**config.mk**
```make
export PLATFORM = sky130hd
export DESIGN_NAME = dsp_mac_seq_flat
export DESIGN_NICKNAME = d
export VERILOG_FILES = /design/src/rtl/dsp_mac_seq_if.sv /design/src/rtl/dsp_mac_seq.sv /design/src/flat_wrapper.sv
export SDC_FILE = /design/constraint.sdc
export NUM_CORES = 1
export LEC_CHECK = 0
export ABC_CLOCK_PERIOD_IN_PS = 2150
export CAP_MARGIN = 10
export CORE_UTILIZATION = 38
export DETAILED_ROUTE_END_ITERATION = 8
export PLACE_DENSITY_LB_ADDON = 0.12
export RECOVER_POWER = 50
export REMOVE_ABC_BUFFERS = 1
export SYNTH_ARGS = -nofsm -noshare
export SYNTH_HDL_FRONTEND = slang
export SYNTH_SLANG_ARGS = --single-unit
```
**constraint.sdc**
```tcl
create_clock -name clk -period 2.15 [get_ports clk]
set_input_delay 0.645 -clock clk [delete_from_list [all_inputs] [get_ports clk]]
set_output_delay 0.645 -clock clk [all_outputs]
set_load 0.01 [all_outputs]
```
**src/rtl/dsp_mac_seq_if.sv**
```systemverilog
// Bundles the control, sample stream, result and DSP-slice signals of dsp_mac_seq.
// slave is the sequencer's view; master is the view of whoever drives it (and models the DSP).
interface dsp_mac_seq_if #(
    parameter int LEN_W = 8
);
    logic                    start;
    logic [LEN_W-1:0]        len;
    logic                    s_valid;
    logic                    s_ready;
    logic signed [17:0]      s_a;
    logic signed [17:0]      s_b;
    logic                    res_valid;
    logic                    res_ready;
    logic signed [47:0]      res_data;
    logic                    busy;
    logic                    len_err;
    logic signed [17:0]      dsp_a;
    logic signed [17:0]      dsp_b;
    logic [7:0]              dsp_opmode;
    logic                    dsp_ce;
    logic signed [47:0]      dsp_p;

    modport slave (
        input  start, len, s_valid, s_a, s_b, res_ready, dsp_p,
        output s_ready, res_valid, res_data, busy, len_err,
               dsp_a, dsp_b, dsp_opmode, dsp_ce
    );

    modport master (
        output start, len, s_valid, s_a, s_b, res_ready, dsp_p,
        input  s_ready, res_valid, res_data, busy, len_err,
               dsp_a, dsp_b, dsp_opmode, dsp_ce
    );
endinterface

```
**src/rtl/dsp_mac_seq.sv**
```systemverilog
// Sequences an external DSP slice through a len-sample dot product; result valid DSP_LAT cycles after the last sample.
// Backpressure: s_ready only in STREAM, DSP pipeline frozen on idle stream cycles; result held in DONE until res_ready.
module dsp_mac_seq #(
    parameter int DSP_LAT = 4,
    parameter int LEN_W   = 8
) (
    input  logic          clk,
    input  logic          rst_n,
    dsp_mac_seq_if.slave  io
);
    typedef enum logic [1:0] {IDLE, STREAM, DRAIN, DONE} state_t;

    localparam int         DW      = $clog2(DSP_LAT + 1);
    localparam logic [7:0] OP_LOAD = 8'b0000_0001;
    localparam logic [7:0] OP_ACC  = 8'b0000_1001;
    localparam logic [7:0] OP_HOLD = 8'b0000_1000;

    state_t             state_q, state_d;
    logic [LEN_W-1:0]   cnt_q, cnt_d;
    logic [DW-1:0]      drn_q, drn_d;
    logic               first_q, first_d;
    logic [47:0]        res_data_q, res_data_d;
    logic               len_err_q, len_err_d;

    logic s_hs;
    logic r_hs;
    logic last_pair;
    logic drn_last;

    assign s_hs      = (state_q == STREAM) && io.s_valid;
    assign r_hs      = (state_q == DONE) && io.res_ready;
    assign last_pair = (cnt_q == LEN_W'(1));
    assign drn_last  = (drn_q == DW'(1));

    always_ff @(posedge clk or negedge rst_n) begin
        if (!rst_n) begin
            state_q <= IDLE;
        end else begin
            state_q <= state_d;
        end
    end

    always_comb begin
        state_d = state_q;
        case (state_q)
            IDLE:    if (io.start && (io.len != '0)) state_d = STREAM;
            STREAM:  if (s_hs && last_pair)          state_d = DRAIN;
            DRAIN:   if (drn_last)                   state_d = DONE;
            DONE:    if (r_hs)                       state_d = IDLE;
            default:                                 state_d = IDLE;
        endcase
    end

    always_ff @(posedge clk or negedge rst_n) begin
        if (!rst_n) begin
            cnt_q      <= '0;
            drn_q      <= '0;
            first_q    <= 1'b0;
            res_data_q <= '0;
            len_err_q  <= 1'b0;
        end else begin
            cnt_q      <= cnt_d;
            drn_q      <= drn_d;
            first_q    <= first_d;
            res_data_q <= res_data_d;
            len_err_q  <= len_err_d;
        end
    end

    // first_q selects the accumulator-clearing opmode, so a stale P never leaks into a new job.
    always_comb begin
        cnt_d      = cnt_q;
        drn_d      = drn_q;
        first_d    = first_q;
        res_data_d = res_data_q;
        len_err_d  = 1'b0;
        case (state_q)
            IDLE: begin
                if (io.start) begin
                    if (io.len == '0) begin
                        len_err_d = 1'b1;
                    end else begin
                        cnt_d   = io.len;
                        first_d = 1'b1;
                    end
                end
            end
            STREAM: begin
                if (s_hs) begin
                    cnt_d   = cnt_q - LEN_W'(1);
                    first_d = 1'b0;
                    if (last_pair) drn_d = DW'(DSP_LAT);
                end
            end
            DRAIN: begin
                drn_d = drn_q - DW'(1);
                if (drn_last) res_data_d = io.dsp_p;
            end
            default: ;
        endcase
    end

    always_comb begin
        io.s_ready    = 1'b0;
        io.dsp_a      = '0;
        io.dsp_b      = '0;
        io.dsp_opmode = '0;
        io.dsp_ce     = 1'b0;
        case (state_q)
            STREAM: begin
                io.s_ready = 1'b1;
                if (s_hs) begin
                    io.dsp_a      = io.s_a;
                    io.dsp_b      = io.s_b;
                    io.dsp_opmode = first_q ? OP_LOAD : OP_ACC;
                    io.dsp_ce     = 1'b1;
                end
            end
            DRAIN: begin
                io.dsp_opmode = OP_HOLD;
                io.dsp_ce     = 1'b1;
            end
            default: ;
        endcase
    end

    assign io.busy      = (state_q != IDLE);
    assign io.res_valid = (state_q == DONE);
    assign io.res_data  = res_data_q;
    assign io.len_err   = len_err_q;

endmodule

```
**src/flat_wrapper.sv**
```systemverilog
// flat-port wrapper written by rule: the top's interface ports become plain ports
module dsp_mac_seq_flat 
#(
    parameter int DSP_LAT = 4,
    parameter int LEN_W   = 8
)
  (clk, rst_n, io_start, io_len, io_s_valid, io_s_a, io_s_b, io_res_ready, io_dsp_p, io_s_ready, io_res_valid, io_res_data, io_busy, io_len_err, io_dsp_a, io_dsp_b, io_dsp_opmode, io_dsp_ce);
  dsp_mac_seq_if #(.LEN_W(LEN_W)) io_i ();
  input  logic clk;
  input  logic rst_n;
  input wire logic [$bits(io_i.start)-1:0] io_start;
  input wire logic [$bits(io_i.len)-1:0] io_len;
  input wire logic [$bits(io_i.s_valid)-1:0] io_s_valid;
  input wire logic [$bits(io_i.s_a)-1:0] io_s_a;
  input wire logic [$bits(io_i.s_b)-1:0] io_s_b;
  input wire logic [$bits(io_i.res_ready)-1:0] io_res_ready;
  input wire logic [$bits(io_i.dsp_p)-1:0] io_dsp_p;
  output wire logic [$bits(io_i.s_ready)-1:0] io_s_ready;
  output wire logic [$bits(io_i.res_valid)-1:0] io_res_valid;
  output wire logic [$bits(io_i.res_data)-1:0] io_res_data;
  output wire logic [$bits(io_i.busy)-1:0] io_busy;
  output wire logic [$bits(io_i.len_err)-1:0] io_len_err;
  output wire logic [$bits(io_i.dsp_a)-1:0] io_dsp_a;
  output wire logic [$bits(io_i.dsp_b)-1:0] io_dsp_b;
  output wire logic [$bits(io_i.dsp_opmode)-1:0] io_dsp_opmode;
  output wire logic [$bits(io_i.dsp_ce)-1:0] io_dsp_ce;
  assign io_i.start = io_start;
  assign io_i.len = io_len;
  assign io_i.s_valid = io_s_valid;
  assign io_i.s_a = io_s_a;
  assign io_i.s_b = io_s_b;
  assign io_i.res_ready = io_res_ready;
  assign io_i.dsp_p = io_dsp_p;
  assign io_s_ready = io_i.s_ready;
  assign io_res_valid = io_i.res_valid;
  assign io_res_data = io_i.res_data;
  assign io_busy = io_i.busy;
  assign io_len_err = io_i.len_err;
  assign io_dsp_a = io_i.dsp_a;
  assign io_dsp_b = io_i.dsp_b;
  assign io_dsp_opmode = io_i.dsp_opmode;
  assign io_dsp_ce = io_i.dsp_ce;
  dsp_mac_seq #(.DSP_LAT(DSP_LAT), .LEN_W(LEN_W)) u_core (.clk(clk), .rst_n(rst_n), .io(io_i));
endmodule
```
# Yosys cells after proc, flatten, opt, wreduce, memory -nomap -nowiden
# Index checks and enable logic that the tools add are counted.
# op_classes
eq_ne,13
reduce_logical,14
add_sub_neg,2
n_mux,29
# ops
cell,count
$mux W18,4
$mux W8,4
$pmux W8 S2,2
$ne A2 B1 Y1 const B,5
$eq A8 B1 Y1 const B,1
$logic_not A8 Y1,1
$mux W1,8
$mux W2,4
$pmux W2 S4,1
$reduce_and A4 Y1,2
$reduce_bool A8 Y1,1
$sub A8 B1 Y8 const B,1
$mux W3,2
$ne A2 B2 Y1 const B,3
$pmux W3 S2,1
$reduce_bool A2 Y1,3
$eq A2 B2 Y1 const B,2
$logic_and A1 B1 Y1,4
$mux W4,1
$pmux W1 S2,2
$eq A3 B1 Y1 const B,1
$reduce_and A3 Y1,1
$sub A3 B1 Y3 const B,1
$eq A2 B1 Y1 const B,1
other kinds (2),2
# totals
reg_bits,63
output_inout_bits,97
wordCells,64

# Longest topological paths before layout
# logic_depth
depth_word,5
depth_mapped,8
ltp_nobuf,6

# Least setup slack after synthesis
# OpenSTA, ideal clock, no wires.
# synth_path
path_kind,register -> output
startpoint,register u_core.state_q[1]
endpoint,output port io_dsp_opmode[3]
path_slack_ps,7
path_buffers,0
required_ps,1505
path_stages_with_launch,6
t_arrival_ps,1498
path_cell_list,dfrtp_1 -> inv_1 -> ha_1 -> and2_1 -> o21a_1 -> a21boi_0
# synth_between
elab_chain_len,4
# synth_lines
element,line_no,source
"start, declared",dsp_mac_seq.sv:18,"state_t state_q, state_d;"
"start signal, assigned",dsp_mac_seq.sv:39,state_q <= state_d;
$eq A2 B1 Y1,"dsp_mac_seq.sv:30, dsp_mac_seq.sv:109",
$logic_and A1 B1 Y1,dsp_mac_seq.sv:30,assign s_hs = (state_q == STREAM) && io.s_valid;
$mux W8,dsp_mac_seq.sv:112,if (s_hs) begin
$pmux W8 S2 (*),dsp_mac_seq.sv:109,case (state_q)
"end, declared",flat_wrapper.sv:25,output wire logic [$bits(io_i.dsp_opmode)-1:0] io_dsp_opmode;
# Mark *: on every way between the ends. The rest lies on a longest branch, timed or not.

# Final worst setup path
# layout_path
startpoint,register u_core.state_q[0]
endpoint,output port io_dsp_opmode[3]
# The elaborated chain is that of the path after synthesis.

==> results_dict.tcl <==
set metrics [dict create \
    ys_types 50 \
    ys_ff_latch 63 \
    yosys-mux-area-fraction_pct 18.8 \
    slew_violations 0 \
    fin_area_um2 5700 \
    htree_levels 3 \
    drv_cap 0 \
    place_inst 582 \
    synth-adder-area-share_pct 3.54 \
    critPathCapture "io_dsp_opmode[3]" \
    top_level_ports 194 \
    grtUsageMet3_pct 6.10 \
    hp-class "flop to flop" \
    vias_per_cell 4.93 \
    reg2reg_depth 8 \
    clk_pin_slew_worst_paths_ns 0.06 \
    stdcell_count 606 \
    cp-start-kind "flop" \
    fillers 621 \
    leakagePower_nw 2.66 \
    synth_top_area_share_pct 49.6 \
    use_met2_pct 36.9 \
    layout-drive-gt1-share_pct 27.5 \
    final.setup.worst_slack_ns -0.0421 \
    ys_async_sr_fraction_pct 100 \
    wirelength_mm 9.23 \
    final_util_pct 69.7 \
    die_area_um2 8740 \
    wl_per_cell_um 15.2 \
    synth_simple_gate_area_share_pct 15.8 \
    area_growth_pct 79.3 \
    ctsLongestPathBuffers 2 \
    fmax_mhz 456 \
    core_um2 8180 \
    synth_cells 271 \
    critPathArrivalTime_ns 1.55 \
    synthFlopType "dfrtp_1" \
    vias 2988 \
    worst-setup-path-type "flop to output port" \
    fin_crit_sh_pct 102 \
    place_area_um2 5380 \
    multiInputGateArea_um2 1580 \
    synthTopCellsByCount "dfrtp_1, mux2_1, and3_1" \
    relSlewSlack_pct 17.8 \
    synth_area_leader_cell "dfrtp_1" \
    required_ns 1.50 \
    synthTopCellsByArea "dfrtp_1, mux2_1, and3_1, ha_1, buf_4" \
    startpoint "u_core.state_q[0]" \
    cts-root-buf "clkbuf_8" \
    worstSetupEndpointType "output port" \
    rsz0062_at_grt "true" \
    violations "design-rule violations, negative setup slack" \
    synth_compound_area_share_pct 7.47 \
    route.detailed.drc 2 \
    antenna_left 0 \
    status "finished with violations" \
    antenna_cells 0 \
    setup_viol 4 \
    grt_first_pass_wirelength_mm 14.3 \
    power_w 0.00722 \
    cpMaxStageDelayCell "dfrtp_2" \
    die_w_um 93.5 \
    hold_viol 0 \
    grt-ovfl-total 0 \
    worstMarginPinSlew_ns 1.23 \
    grt_use_met1_pct 25.2 \
    first_iter_violations 105 \
    layout.nets 604 \
    port_buffers 187 \
    clk_latency_ns 0.33 \
    synth_xor_area_share_pct 0 \
    synth_seq_area_share_pct 49.6 \
    worstReg2RegStart "u_core.state_q[0]" \
    final.min_clock_period_ns 2.19 \
    clock_sinks 63 \
    row_count 33 \
    antenna_found_initial 0 \
    synth-edff-count 0 \
    gp_congestion 0.829 \
    netlist_area_um2 3180 \
    cp_slowest_stage_delay_ns 0.44 \
    dp_hpwl_mm 6.79 \
    yosysWarnings 0 \
    path_max_fanout 4 \
    synth_top_family_by_area "multiplexers" \
    syn_area_per_cell_um2 11.7 \
    grt_util_all_layers_pct 21.3 \
    power_density_nw_per_um2 1270 \
    regArea_um2 1580 \
    vdd_drop_max_uv 577 \
    dr.pass1.iters 6 \
    r2r_end "u_core.io.res_data[28]" \
    crit_chain "ha_4, and2_4, o21a_1, a21boi_2, buf_2" \
    timing.hold.ws_ns 0.489 \
    synth_most_common_cell "dfrtp_1" \
    skew_ns 0.00691 \
    dieHeight_um 93.5 \
    grt.busiest_layer "met2" \
    grt_max_degree 49 \
    numCtsBuffers 9 \
    cts_tree "done" \
    r2r_setup_slack_ns 0.10 \
    start_util_pct 38.9 \
    grt_pass1_vias 3040 \
]
==> cells by family (layout without fill, tap and decap cells) <==
family,Yosys count,in the layout
and+or+nand+nor,82,82
DFF,63,63
muxes,53,53
buffers and inverters,33,258
AOI/OAI and AO/OA,30,30
adders and majority gates,9,9
other,1,6
==> area by class of cell <==
cell class              instances  area share (%)
inverters                      11           0.724
repair buffers                233            38.2
flip-flops and latches         63            27.7
well taps                     105            2.30
clock buffers                   9            2.17
multi-input cells             180            27.6
clock inverters                 5            1.32
==> registers in the layout, indices dropped and copies added (netlist names) <==
name and count:
u_core.cnt_q 8, u_core.io.res_data 48, u_core.first_q 1, u_core.state_q 2, u_core.drn_q 3, u_core.io.len_err 1
==> through the flow <==
step	setup slack, ns	TNS (ns)
finish	-0.0421	-0.0535
floorplan	-0.619	-17.79
detailed placement	-0.642	-27.19
CTS	-0.0668	-0.628
global placement	-0.626	-26.26
global route	-0.107	-3.98
==> layout by cell type, fill, tap and decap left out, drive strengths merged, types with 3 or more instances in the layout <==
| master | synthesis | routed |
|---|---|---|
| clkdlybuf4s50 | 0 | 141 |
| buf | 10 | 81 |
| dfrtp | 63 | 63 |
| mux2 | 50 | 50 |
| and3 | 39 | 39 |
| clkbuf | 12 | 13 |
| inv | 11 | 11 |
| o21ai | 10 | 10 |
| ha | 9 | 9 |
| nand3 | 8 | 8 |
| nor2 | 7 | 7 |
| conb | 1 | 6 |
| nand2 | 5 | 5 |
| nand4 | 4 | 4 |
| a21o | 4 | 4 |
| a31oi | 4 | 4 |
| nor3 | 3 | 3 |
| clkinv | 0 | 3 |
| dlygate4sd2 | 0 | 3 |
| mux2i | 3 | 3 |
==> worst max-delay path, delay by kind of cell (launching register included) <==
kind / cells / cell delay (ns)
compound gates: 2 / 0.32
simple gates: 1 / 0.14
fa+ha+maj: 1 / 0.19
flops: 1 / 0.44
buf+inv: 1 / 0.14
==> where the power goes <==
group          switching (W)  leakage (nW)  internal (W)
Sequential          0.000352         0.737       0.00178
Clock               0.000431         0.105      0.000633
Combinational        0.00162          1.82       0.00240
==> repair_timing <==
action	in CTS	in global routing
setup endpoints to repair	57	91
hold buffers	0	0
gates resized for setup	188	18
pin swaps	1	1
cloned	3	1
setup buffers	4	2
==> layer usage <==
metal	part of all wire, %	vias up
met5	0	-
met2	51	132
met1	40	1414
met4	1.4	0
met3	7.5	14
li1	-	1428
==> worst min path at each step <==
stage                                   endpoint                   start  depth (start not counted)
after CTS                 u_core.io.res_data[10]                   rst_n                          1
after floorplan                  u_core.cnt_q[0]                   rst_n                          0
after global placement    u_core.io.res_data[24]  u_core.io.res_data[24]                          1
after detailed placement  u_core.io.res_data[27]  u_core.io.res_data[27]                          1
after global routing      u_core.io.res_data[39]  u_core.io.res_data[39]                          1
final                     u_core.io.res_data[13]  u_core.io.res_data[13]                          1
(Power assumes the default switching activity.)
